`src/rtl/operand_fifo_rc.sv`:
```
// operand_fifo_rc: FWFT register-array FIFO with occupancy, almost-full, sticky errors, flush and recirculate.
// Ports: clock_i/reset_i (async active-low), clear_i sync flush, write_en_i/data_i push,
// read_en_i pop, recirc_i loops the popped head back to the tail, data_o/valid_o head word,
// empty_o/full_o/almost_full_o/count_o occupancy, overflow_o/underflow_o sticky errors.
module operand_fifo_rc #(
    parameter int WIDTH    = 17,
    parameter int DEPTH    = 16,
    parameter int AF_LEVEL = DEPTH - 2,
    localparam int CW      = $clog2(DEPTH + 1)
) (
    input  logic             clock_i,
    input  logic             reset_i,
    input  logic             clear_i,
    input  logic             write_en_i,
    input  logic             read_en_i,
    input  logic             recirc_i,
    input  logic [WIDTH-1:0] data_i,
    output logic [WIDTH-1:0] data_o,
    output logic             valid_o,
    output logic             empty_o,
    output logic             full_o,
    output logic             almost_full_o,
    output logic [CW-1:0]    count_o,
    output logic             overflow_o,
    output logic             underflow_o
);
    localparam int AW = $clog2(DEPTH);
    logic [WIDTH-1:0] mem_q [DEPTH];
    logic [AW-1:0]    wptr_q, wptr_d, rptr_q, rptr_d;
    logic [CW-1:0]    count_q, count_d;
    logic             overflow_q, overflow_d, underflow_q, underflow_d;
    logic             pop, recirc, push, wr;
    logic [WIDTH-1:0] wdata;
    assign empty_o       = count_q == '0;
    assign full_o        = count_q == CW'(DEPTH);
    assign almost_full_o = count_q >= CW'(AF_LEVEL);
    assign valid_o       = !empty_o;
    assign count_o       = count_q;
    assign overflow_o    = overflow_q;
    assign underflow_o   = underflow_q;
    assign data_o        = empty_o ? '0 : mem_q[rptr_q];
    always_comb begin
        pop    = read_en_i && !empty_o;
        recirc = pop && recirc_i;
        // recirculation owns the write port, so an external write in that cycle is dropped
        push   = write_en_i && !recirc && (!full_o || pop);
        wr     = recirc || push;
        wdata  = recirc ? mem_q[rptr_q] : data_i;
        wptr_d = clear_i ? '0 : (wr ? wptr_q + AW'(1) : wptr_q);
        rptr_d = clear_i ? '0 : (pop ? rptr_q + AW'(1) : rptr_q);
        count_d = clear_i ? '0 :
                  (wr && !pop) ? count_q + CW'(1) :
                  (pop && !wr) ? count_q - CW'(1) : count_q;
        overflow_d  = !clear_i && (overflow_q || (write_en_i && !push));
        underflow_d = !clear_i && (underflow_q || (read_en_i && empty_o));
    end
    always_ff @(posedge clock_i or negedge reset_i) begin
        if (!reset_i) begin
            wptr_q      <= '0;
            rptr_q      <= '0;
            count_q     <= '0;
            overflow_q  <= 1'b0;
            underflow_q <= 1'b0;
        end else begin
            wptr_q      <= wptr_d;
            rptr_q      <= rptr_d;
            count_q     <= count_d;
            overflow_q  <= overflow_d;
            underflow_q <= underflow_d;
        end
    end
    always_ff @(posedge clock_i) begin
        if (wr && !clear_i) mem_q[wptr_q] <= wdata;
    end
endmodule

```
`config.mk`:
```
export PLATFORM = sky130hd
export DESIGN_NAME = operand_fifo_rc
export DESIGN_NICKNAME = d
export VERILOG_FILES = /design/src/rtl/operand_fifo_rc.sv
export SDC_FILE = /design/constraint.sdc
export NUM_CORES = 1
export LEC_CHECK = 0
export ABC_AREA = 1
export BUFFER_PORTS_ARGS = -buffer_cell sky130_fd_sc_hd__buf_4
export CELL_PAD_IN_SITES_DETAIL_PLACEMENT = 1
export CELL_PAD_IN_SITES_GLOBAL_PLACEMENT = 2
export CORE_MARGIN = 3
export CORE_UTILIZATION = 42
export CTS_BUF_LIST = sky130_fd_sc_hd__clkbuf_4 sky130_fd_sc_hd__clkbuf_8
export CTS_CLUSTER_DIAMETER = 200
export DETAILED_ROUTE_END_ITERATION = 10
export HOLD_SLACK_MARGIN = 0.06
export PLACE_DENSITY = 0.83
export SLEW_MARGIN = 10
export SYNTH_ARGS = -nofsm -noshare
export SYNTH_HDL_FRONTEND = slang
export SYNTH_SLANG_ARGS = --single-unit
```
`constraint.sdc`:
```
create_clock -name clock_i -period 2.75 [get_ports clock_i]
set_clock_uncertainty 0.05 [all_clocks]
set_input_delay 0.1375 -clock clock_i [delete_from_list [all_inputs] [get_ports clock_i]]
set_output_delay 0.1375 -clock clock_i [all_outputs]
set_load 0.01 [all_outputs]
```
==> results of run 1 <==
==> routing by layer <==
layer  global-route usage [%]  wire length (um)  part of all wire, %  vias to the layer above
met2                    37.78             17750                   49                      257
met5                        0                 0                    0                        -
met4                    6.368               798                  2.2                        0
met1                    29.76             15570                   43                     4613
met3                    3.543              2027                  5.6                       59
li1                         -                 -                    -                     4319
==> cell families after synthesis <==
kind of cell | Yosys count | synth area share (%)
xor+xnor | 5 | 0.3405
fa+ha+maj | 10 | 1.031
buf+inv | 231 | 7.569
compound gates | 49 | 2.354
flops | 287 | 66.43
simple gates | 674 | 22.28
==> final timing paths <==
path / endpoint / cells after the start / slack (ns) / from
worst max-delay path: data_o[0] / 9 / 0.17 / rptr_q[0]$_DFFE_PN0P_
worst min-delay path: mem_q[4][0]$_DFFE_PP_ / 3 / 0.20 / data_i[0]
worst max register to register: mem_q[14][14]$_DFFE_PP_ / 9 / 0.36 / rptr_q[0]$_DFFE_PN0P_
worst min register to register: underflow_o$_DFF_PN0_ / 2 / 0.50 / underflow_o$_DFF_PN0_
max in group asynchronous: rptr_q[0]$_DFFE_PN0P_ / 3 / 1.45 / reset_i
min in group asynchronous: rptr_q[3]$_DFFE_PN0P_ / 3 / 0.66 / reset_i
==> cell type report <==
type                       instances  area [um2]  share of cell area [%]
sequential                       287        8549                   57.23
multi-input combinational        738        3392                   22.71
timing repair buffer             103       940.9                   6.298
clock buffer                      71       845.8                   5.662
inverter                         172       656.9                   4.397
tap                              390       488.0                   3.266
clock inverter                    13       66.31                  0.4439
==> power breakdown <==
part | internal, uW | switching, uW
clock | 1960 | 1670
sequential | 5330 | 131
combinational | 1570 | 3180
total | 8870 | 4980
==> stage by stage <==
step | power, uW | worst slack [ns] | util [%] | hold slack (ns) | cells
floorplan | 8408 | 0.3998 | - | -0.2081 | 1256
global placement | 10120 | 0.2658 | 46.52 | -0.03635 | 1682
detailed placement | 10200 | 0.2806 | 46.52 | -0.03938 | 1682
CTS | 13980 | 0.005596 | 49.94 | 0.1993 | 1773
global route | 14710 | 0.04844 | 50.01 | 0.2402 | 1774
finish | 13850 | 0.1678 | 50.01 | 0.1993 | 1774
==> repair_timing <==
item,in CTS,in global routing
gates cloned,1,0
endpoints found under the hold margin,30,0
gates resized for setup,4,3
setup buffers,0,1
endpoints found under the setup margin,17,7
hold buffers,6,0
==> worst max-delay path, stage by stage (launching register included) <==
cell	delay (ns)
dfrtp_4	0.55
inv_8	0.17
buf_16	0.20
nand2_1	0.07
nand2_1	0.06
nand2_1	0.07
nand3_1	0.10
nand3_1	0.15
a21oi_2	0.27
buf_4	0.18
==> flip-flops by register name, summed over array words and instances, names as in the netlist <==
register and count:
count_o 5, mem_q 272, overflow_o 1, rptr_q 4
underflow_o 1, wptr_q 4
==> synthesized netlist by cell type, drive strengths merged <==
cell    instances  area, um2
o21ai           9      48.79
edfxtp        272       8168
clkinv          4      15.01
dfrtp          15      375.4
o211ai         17      127.6
xor2            5      43.79
a21oi          23      126.4
nand4           6      37.54
nand2         453       1725
nand3         191      990.9
nor2           24      111.4
fa              1      20.02
buf            49      287.8
clkbuf         10      37.54
ha              9      112.6
inv           168      633.1
==> flow_summary.toml, run 1 <==
[worst_setup_path]
critPathLaunchType = "register"
arrival_ns = 2.39
worstSetupPathType = "reg -> out"
end_kind = "primary output"
worstPathMaxFanout = 24
cp.required_ns = 2.56

[die]
core_area_um2 = 29870
die_h_um = 181.0
die_w_um = 181.0
dieArea_um2 = 32760
io_pins = 51
start_util_pct = 43.05
rows = 63

[clocking]
cts_buffers = 49
cts_root_buf = "clkbuf_8"
cts_max_path_buffers = 3
clock_sinks = 287
htreeDepth = 2
clk_transition_reported_paths_ns = 0.06
cts_tree = "done"
worstSkewPairLatency_ns = 0.57

[timing]
slew_headroom_pct = 50.37
slew_violations = 0
setup_viol = 0
hold_violations = 0
tightestPinTransition_ns = 0.7420
finalCritPeriodShare_pct = 93.90
min_period_ns = 2.582
max_freq_ghz = 0.3873
finalSetupTns_ns = 0
rsz0062_at_grt = "false"

[final_layout]
num-nets-final = 1384
area_growth_pct = 16.16
drive_gt1_share_pct = 15.46
final_common_cell = "nand2_1"
n_antenna_cell = 0
stdcell_area_um2 = 14940
n_fill_cell = 3341
layout_common_cells = "447 x nand2_1, 272 x edfxtp_1, 187 x nand3_1"

[pwr]
p_per_area_nw_per_um2 = 927.0
ir_drop_v = 0.0006973
power_leakage_uw = 0.006351

[detailed_routing]
drt_iter0_drc = 725
vias = 9248
drt-total-wl_um = 36140
drt-wirelength-per-cell_um = 20.37
via_per_inst = 5.213
ant_nets = 0
drc = 0
first_pass_iters = 6

[placement]
place.port_buffers = 50
place_area_um2 = 13900
hpwl_um = 21960
gp_congestion = 0.7753

[yosys]
synth_cell_types = 30
ys_ff_latch = 287
synth.avg_cell_area_um2 = 10.24
synth_cells = 1256
synth_nets = 1289
synth_area_um2 = 12860
ys_seq_area_share_pct = 66.43
synth_warnings = 0

[global_routing]
antenna_found_initial = 0
grt_pass1_vias = 9932
grt_pass1_wl_um = 56790
grt_max_degree = 63
overflow = 0
grt_usage_pct = 22.23

[outcome]
run_status = "finished, final reports clean"

[run]
max-cap-violations = 0

[min_path]
hold_path.class = "in -> reg"
(Power assumes the default switching activity.)
==> inputs of run 2 (changes only) <==
Clock period 2.75 ns to 2.76 ns, I/O delays scaled along.
==> run 2 against run 1 <==
Hold slack better by 0.030 ns. Final cell count up 0.17%. Clock power up 3%. Combinational power down 2%. Core utilization up 0.054 points. Global-route usage down 0.22 points.
==> flow_summary.toml, run 2 (same netlist as run 1, synthesis figures left out) <==
[timing]
finalSetupTns_ns = 0
tightestPinTransition_ns = 0.7745
hold_violations = 0
max_freq_ghz = 0.3885
slew_headroom_pct = 48.20
slew_violations = 0
setup_viol = 0
rsz0062_at_grt = "false"
min_period_ns = 2.574
finalCritPeriodShare_pct = 93.25

[final_layout]
largest_reg_flops = 272
utilization_pct = 50.06
final_cells = 1777
n_antenna_cell = 0
area_growth_pct = 16.29
drive_gt1_share_pct = 15.79
final_common_cell = "nand2_1"
layout_common_cells = "447 x nand2_1, 272 x edfxtp_1, 187 x nand3_1"
num-nets-final = 1383
regMostFlops = "mem_q"

[die]
core_area_um2 = 29870
start_util_pct = 43.05
rows = 63
dieArea_um2 = 32760
die_h_um = 181.0
die_w_um = 181.0
io_pins = 51

[worst_setup_path]
slowest_delay_ns = 0.56
reg2reg_depth = 8
r2r_setup_slack_ns = 0.41
end_kind = "primary output"
critical_path.top_delay_family = "flip-flops"
slowest_stage = "dfrtp_4"
worstPathCellList = "inv_8 > buf_16 > nand2_1 > nand2_1 > nand2_1 > nand3_1 > nand3_1 > a21oi_2 > buf_4"
worstPathMaxFanout = 48
cp-endpoint = "data_o[0]"
crit_top_cell = "nand2_1"
cp.depth = 9
cp.required_ns = 2.57
r2r_end = "mem_q[13][4]$_DFFE_PP_"
critical_path_buf_inv_count = 3
worstSetupPathType = "reg -> out"
critPathLaunch = "rptr_q[0]$_DFFE_PN0P_"
arrival_ns = 2.39
critPathLaunchType = "register"
r2r_start = "rptr_q[0]$_DFFE_PN0P_"

[placement]
hpwl_um = 21880
place.port_buffers = 50
dp.cells = 1681
gp_congestion = 0.7839

[detailed_routing]
ant_nets = 0
drc = 0
drt-total-wl_um = 35780
first_pass_iters = 5
vias = 9244
wl_met2_um = 17470
drt-wirelength-per-cell_um = 20.14
drt_iter0_drc = 720
wl_met3_um = 1768
via_per_inst = 5.202
top_layer_used = "met4"
met1_length_um = 15820

[clocking]
cts_tree = "done"
worstSkewPairLatency_ns = 0.56
htreeDepth = 2
clk_transition_reported_paths_ns = 0.06
cts_root_buf = "clkbuf_8"
cts_max_path_buffers = 3
cts_buffers = 49
clock_sinks = 287

[outcome]
run_status = "finished, final reports clean"

[global_routing]
grt_usage_pct = 22.01
overflow = 0
grt_pass1_wl_um = 55980
grt_pass1_vias = 9644
antenna_found_initial = 0
grt_max_degree = 63

[pwr]
p_per_area_nw_per_um2 = 924.5
power_leakage_uw = 0.006356
ir_drop_v = 0.0009924

[min_path]
hold_path.class = "in -> reg"

[run]
max-cap-violations = 0
## run 2: how the worst min path moves through the flow
| stage | start | endpoint | slack [ns] | depth (start not counted) |
|---|---|---|---|---|
| final | recirc_i | wptr_q[1]$_DFFE_PN0P_ | 0.23 | 6 |
| after global routing | recirc_i | wptr_q[0]$_DFFE_PN0P_ | 0.25 | 6 |
| after CTS | recirc_i | wptr_q[1]$_DFFE_PN0P_ | 0.21 | 6 |
| after detailed placement | reset_i | count_o[1]$_DFFE_PN0P_ | -0.03 | 1 |
| after global placement | reset_i | count_o[1]$_DFFE_PN0P_ | -0.04 | 1 |
| after floorplan | reset_i | count_o[0]$_DFFE_PN0P_ | -0.21 | 0 |
## run 2: routing by layer
layer,track usage (%),vias to the layer above
li1,-,4335
met1,30.46,4613
met2,37.01,232
met3,3.241,64
met4,5.210,0
met5,0,-
## run 2: layout make-up
cell class	count	area [um2]
fill	3317	14920
sequential	287	8549
multi-input combinational	738	3396
clock buffer	78	917.1
timing repair buffer	102	903.4
inverter	172	656.9
tap	390	488.0
clock inverter	10	45.04
## run 2: metrics by stage
stage          hold slack (ns)  setup slack, ns  total power [uW]  cell area (um2)
4_1_cts                 0.2053          0.01327             13980            14940
2_1_floorplan          -0.2076           0.4098              8377            12860
6_report                0.2288           0.1862             13830            14960
5_1_grt                 0.2472          0.04913             14700            14960
3_5_place_dp          -0.03337           0.2848             10160            13890
3_3_place_gp          -0.03670           0.3246             10080            13890
## run 2: power by group
group / leakage [uW] / internal (uW) / total (uW) / switching [uW]
Sequential: 0.00265 / 5320 / 5450 / 134
Clock: 0.000517 / 2090 / 3740 / 1650
Combinational: 0.00318 / 1520 / 4640 / 3120
## run 2: worst min-delay path: cells and delay by family
family	cells	cell delay, ns
compound gates	1	0.07
buf+inv	3	0.29
simple gates	2	0.29
## run 2: timing repair
item,in CTS,in global routing
hold buffers,7,0
endpoints found under the setup margin,17,10
resized for setup,4,3
endpoints found under the hold margin,30,0
setup buffers,0,1
